### src/rtl/msi_snooper.sv
// Snoop-side half of an MSI coherence controller: holds per-line MSI state and tag,
// reacts to broadcast bus messages, and requests writebacks for Modified lines.
module msi_snooper #(
  parameter int LINES = 4,
  parameter int IDX_W = 2,
  parameter int TAG_W = 8
) (
  input  logic                   clock,
  input  logic                   reset_n,
  input  logic                   bus_valid,
  input  logic [1:0]             bus_msg,
  input  logic [TAG_W+IDX_W-1:0] bus_addr,
  output logic                   bus_ready,
  output logic                   snoop_done,
  output logic                   snoop_hit,
  output logic                   abort_access,
  output logic                   protocol_err,
  output logic                   wb_req,
  output logic [TAG_W+IDX_W-1:0] wb_addr,
  input  logic                   wb_ack,
  input  logic                   upd_en,
  input  logic [IDX_W-1:0]       upd_idx,
  input  logic [TAG_W-1:0]       upd_tag,
  input  logic [1:0]             upd_status,
  input  logic [IDX_W-1:0]       rd_idx,
  output logic [1:0]             rd_status
);

  localparam int AW = TAG_W + IDX_W;

  typedef enum logic [1:0] {FSM_IDLE, FSM_EVAL, FSM_WB, FSM_RESP} fsm_t;
  typedef enum logic [1:0] {
    MSG_WRITE_MISS = 2'b00, MSG_READ_MISS = 2'b01, MSG_INVALIDATE = 2'b10, MSG_NA = 2'b11
  } msg_t;
  typedef enum logic [1:0] {LN_I = 2'b00, LN_S = 2'b01, LN_M = 2'b10, LN_RSV = 2'b11} line_t;

  fsm_t             fsm_q, fsm_d;
  msg_t             msg_q, msg_d;
  logic [AW-1:0]    addr_q, addr_d;
  line_t            st_q [LINES];
  line_t            st_d [LINES];
  logic [TAG_W-1:0] tag_q [LINES];
  logic [TAG_W-1:0] tag_d [LINES];
  logic             wb_req_q, wb_req_d;
  logic [AW-1:0]    wb_addr_q, wb_addr_d;
  logic             done_q, done_d;
  logic             hit_q, hit_d;
  logic             abort_q, abort_d;
  logic             perr_q, perr_d;

  logic [IDX_W-1:0] idx;
  logic [TAG_W-1:0] tag;
  line_t            cur_st;
  logic             tag_hit;
  logic             snp_we;
  line_t            snp_st;

  assign idx     = addr_q[IDX_W-1:0];
  assign tag     = addr_q[AW-1:IDX_W];
  assign cur_st  = st_q[idx];
  assign tag_hit = (tag_q[idx] == tag) && (cur_st != LN_I);

  always_comb begin
    fsm_d     = fsm_q;
    msg_d     = msg_q;
    addr_d    = addr_q;
    st_d      = st_q;
    tag_d     = tag_q;
    wb_req_d  = wb_req_q;
    wb_addr_d = wb_addr_q;
    done_d    = 1'b0;
    hit_d     = 1'b0;
    abort_d   = 1'b0;
    perr_d    = 1'b0;
    snp_we    = 1'b0;
    snp_st    = LN_I;

    if (upd_en && upd_status != 2'b11) begin
      st_d[upd_idx]  = line_t'(upd_status);
      tag_d[upd_idx] = upd_tag;
    end

    unique case (fsm_q)
      FSM_IDLE: begin
        if (bus_valid) begin
          msg_d  = msg_t'(bus_msg);
          addr_d = bus_addr;
          fsm_d  = FSM_EVAL;
        end
      end
      FSM_EVAL: begin
        fsm_d  = FSM_RESP;
        done_d = 1'b1;
        hit_d  = tag_hit;
        if (tag_hit && cur_st == LN_S &&
            (msg_q == MSG_WRITE_MISS || msg_q == MSG_INVALIDATE)) begin
          snp_we = 1'b1;
          snp_st = LN_I;
        end
        if (tag_hit && cur_st == LN_M) begin
          if (msg_q == MSG_WRITE_MISS || msg_q == MSG_READ_MISS) begin
            // Response flags are raised later, when the writeback completes.
            fsm_d     = FSM_WB;
            wb_req_d  = 1'b1;
            wb_addr_d = {tag_q[idx], idx};
            done_d    = 1'b0;
            hit_d     = 1'b0;
          end else if (msg_q == MSG_INVALIDATE) begin
            perr_d = 1'b1;
          end
        end
      end
      FSM_WB: begin
        if (wb_ack) begin
          wb_req_d = 1'b0;
          snp_we   = 1'b1;
          snp_st   = (msg_q == MSG_READ_MISS) ? LN_S : LN_I;
          fsm_d    = FSM_RESP;
          done_d   = 1'b1;
          hit_d    = 1'b1;
          abort_d  = 1'b1;
        end
      end
      FSM_RESP: fsm_d = FSM_IDLE;
    endcase

    // A snoop write to the same line overrides a coincident local update entirely.
    if (snp_we) begin
      st_d[idx]  = snp_st;
      tag_d[idx] = tag_q[idx];
    end
  end

  always_ff @(posedge clock or negedge reset_n) begin
    if (!reset_n) begin
      fsm_q     <= FSM_IDLE;
      msg_q     <= MSG_WRITE_MISS;
      addr_q    <= '0;
      for (int unsigned i = 0; i < LINES; i++) begin
        st_q[i]  <= LN_I;
        tag_q[i] <= '0;
      end
      wb_req_q  <= 1'b0;
      wb_addr_q <= '0;
      done_q    <= 1'b0;
      hit_q     <= 1'b0;
      abort_q   <= 1'b0;
      perr_q    <= 1'b0;
    end else begin
      fsm_q     <= fsm_d;
      msg_q     <= msg_d;
      addr_q    <= addr_d;
      st_q      <= st_d;
      tag_q     <= tag_d;
      wb_req_q  <= wb_req_d;
      wb_addr_q <= wb_addr_d;
      done_q    <= done_d;
      hit_q     <= hit_d;
      abort_q   <= abort_d;
      perr_q    <= perr_d;
    end
  end

  assign bus_ready    = (fsm_q == FSM_IDLE);
  assign snoop_done   = done_q;
  assign snoop_hit    = hit_q;
  assign abort_access = abort_q;
  assign protocol_err = perr_q;
  assign wb_req       = wb_req_q;
  assign wb_addr      = wb_addr_q;
  assign rd_status    = st_q[rd_idx];

endmodule

### config.mk
export PLATFORM = sky130hd
export DESIGN_NAME = msi_snooper
export DESIGN_NICKNAME = d
export VERILOG_FILES = /design/src/rtl/msi_snooper.sv
export SDC_FILE = /design/constraint.sdc
export NUM_CORES = 1
export LEC_CHECK = 0
export ABC_CLOCK_PERIOD_IN_PS = 5000
export BUFFER_PORTS_ARGS = -buffer_cell sky130_fd_sc_hd__buf_2
export CAP_MARGIN = 20
export CORE_UTILIZATION = 28
export DETAILED_ROUTE_END_ITERATION = 10
export SLEW_MARGIN = 20
export SYNTH_ARGS = -nofsm -noshare
export SYNTH_HDL_FRONTEND = slang
export SYNTH_SLANG_ARGS = --single-unit
### constraint.sdc
create_clock -name clock -period 5 [get_ports clock]
set_input_delay 0.25 -clock clock [delete_from_list [all_inputs] [get_ports clock]]
set_output_delay 0.25 -clock clock [all_outputs]
set_load 0.03 [all_outputs]
==> results.ini <==
[cts]
clk_pin_slew_ns=0.06
cts_buffers=9
cts.sink_count=69
cts_tree=done
cts_max_path_buffers=2
cts_hold_buf=0
postCtsSetupBuffers=0
htreeDepth=3
cts_resized=0
cts_root_buffer=clkbuf_16
clkLatencyLatePin_ns=0.33

[worst_setup_path]
cpMaxStageDelayCell=dfrtp_1
crit_fanout=25
crit_top_cell=buf_4
critPathMaxStageDelay_ns=0.99
worstPathRequired_ns=5.25
start_kind=register
cp_cell_sequence=buf_4 -> mux4_2 -> xnor2_1 -> nand3_1 -> nor4_4 -> o21ai_1 -> buf_4 -> mux2i_1
arrival_ns=3.66
end_kind=register
path_class=reg2reg

[placed_design]
place_hpwl_um=6182
placed_area_um2=4247
dp_cells=509
gp_congestion=0.7347
portBuffers=48

[logic_synthesis]
postSynthNetCount=327
synth_seq_area_share=0.4544
netlist_instances=293
avgSynthCellArea_um2=12.97
yosys_warnings=0
ys_ff_latch=69
synth_edf_count=0
async_flop_share=1.000
synth_ff_type=dfrtp_1
netlist_area_um2=3800
netlist-cell-type-count=38

[route]
drc_errors=0
first_iter_violations=187
wirelength_um=8826
vias=2526
vias_per_cell=4.811
first_pass_iters=4
wl_per_cell_um=16.81
drtAntennaViolNets=0

[sta]
worstMarginPinSlew_ns=0.9908
setup_tns_ns=0
final-hold-violation-count=0
finalCriticalPeriod_ns=3.417
max_freq_mhz=292.6
skew_ns=0.008555
slew_headroom=0.3395
rsz0062_at_grt=no
finalMaxSlewViolations=0
min_period_over_period=0.6835
finalSetupViolCount=0

[die]
core.rowCount=42
core-area_um2=13240
start_util=0.2869
io_pins=49
dieArea_um2=14040
die_h_um=118.5
fp.dieW_um=118.5

[layout]
final_common_cell=mux2i_1
syn_to_final_growth_pct=19.86
layout.nets=378
fin_area_um2=4554
layout_common_cells=mux2i_1, dfrtp_1, buf_2
fin_cells=525
diodes=0
drive_above_1_share=0.3410
fin_util=0.3439

[global_routing]
antenna_found_initial=2
grt_use_total=0.1325
grt_max_degree=70
grt_pass1_vias=2616
overflow=0
grt_pass1_wl_um=14280

[run]
cap_violations=0

[pwr]
p_per_area_nw_per_um2=655.8
power_mw=2.987
ir_drop_v=0.0001702
p_leak_nw=2.379

[hold_path]
min_path_type=in2async

[run_status]
outcome=finished clean

[power by group]
group / total [mW] / switching, mW / internal (mW) / leakage, nW
clock network: 0.661 / 0.227 / 0.434 / 0.153
logic: 1.27 / 0.647 / 0.627 / 1.38
registers: 1.05 / 0.249 / 0.802 / 0.844
total: 2.99 / 1.12 / 1.86 / 2.38
[area by class of cell]
type | count | area (um^2)
sequential | 69 | 1727
fill | 1322 | 8688
timing repair buffer | 57 | 307.8
clock buffer | 11 | 232.7
tap | 176 | 220.2
clock inverter | 5 | 75.07
multi-input combinational | 203 | 1977
inverter | 4 | 15.01
[through the flow]
stage          hold slack (ns)  setup slack, ns
2_1_floorplan         -0.04559            2.653
3_3_place_gp            0.4846            1.615
3_5_place_dp            0.4877            1.520
4_1_cts                 0.1508            1.477
5_1_grt                 0.1556            1.310
6_report                0.1335            1.583
[cell usage after synthesis, drive strengths merged (2+ instances only)]
master | count | area share
nand2b | 6 | 0.0099
mux2i | 80 | 0.21
nor2b | 4 | 0.0066
xnor2 | 8 | 0.020
ha | 3 | 0.0099
nor4 | 4 | 0.014
dfrtp | 69 | 0.45
nand2 | 8 | 0.0086
mux2 | 30 | 0.089
o21ai | 10 | 0.013
buf | 6 | 0.012
o211a | 4 | 0.011
a21oi | 7 | 0.0092
mux4 | 12 | 0.071
nand3 | 2 | 0.0026
nand3b | 3 | 0.0059
clkbuf | 11 | 0.011
nor2 | 9 | 0.0089
inv | 4 | 0.0040
[logic make-up after synthesis]
group | synth area share
AO/OA/AOI/OAI | 0.04347
XOR/XNOR | 0.02042
adder cells (fa/ha/maj) | 0.009879
buffers and inverters | 0.02667
flip-flops | 0.4544
multiplexers | 0.3708
AND/OR/NAND/NOR | 0.07442
[registers in the layout (all words and copies together), names as in the netlist, 2 cells and up]
| name | flops |
|---|---|
| fsm_q | 2 |
| msg_q | 2 |
| wb_addr | 10 |
| addr_q | 10 |
| tag_q | 32 |
| st_q | 8 |
[worst paths after layout]
kind	start	end	slack, ns	cells past startpoint
worst min register to register	wb_addr[5]$_DFFE_PN0P_	wb_addr[5]$_DFFE_PN0P_	0.51	1
max in group asynchronous	reset_n	tag_q[7]$_DFF_PN0_	4.30	2
worst max register to register	addr_q[0]$_DFFE_PN0P_	tag_q[17]$_DFF_PN0_	1.58	8
min in group clock	bus_addr[7]	addr_q[7]$_DFFE_PN0P_	0.16	2
worst min-delay path	reset_n	fsm_q[1]$_DFFE_PN0P_	0.13	2
worst max-delay path	addr_q[0]$_DFFE_PN0P_	tag_q[17]$_DFF_PN0_	1.58	8
[metal layers]
metal | vias to the layer above | GRT usage | wire length, um
li1 | 1184 | - | -
met1 | 1281 | 0.1705 | 4170
met2 | 42 | 0.2147 | 4162
met3 | 15 | 0.03282 | 354
met4 | 4 | 0.04984 | 107
met5 | - | 0 | 31
[worst max-delay path, delay by kind of cell, from the launching register on]
kind / cells / cell delay (ns)
buffers and inverters: 2 / 0.58
flip-flops: 1 / 0.99
multiplexers: 2 / 0.74
AND/OR/NAND/NOR: 2 / 0.33
XOR/XNOR: 1 / 0.15
AO/OA/AOI/OAI: 1 / 0.55
No activity file was read; power rests on OpenSTA's default activity.
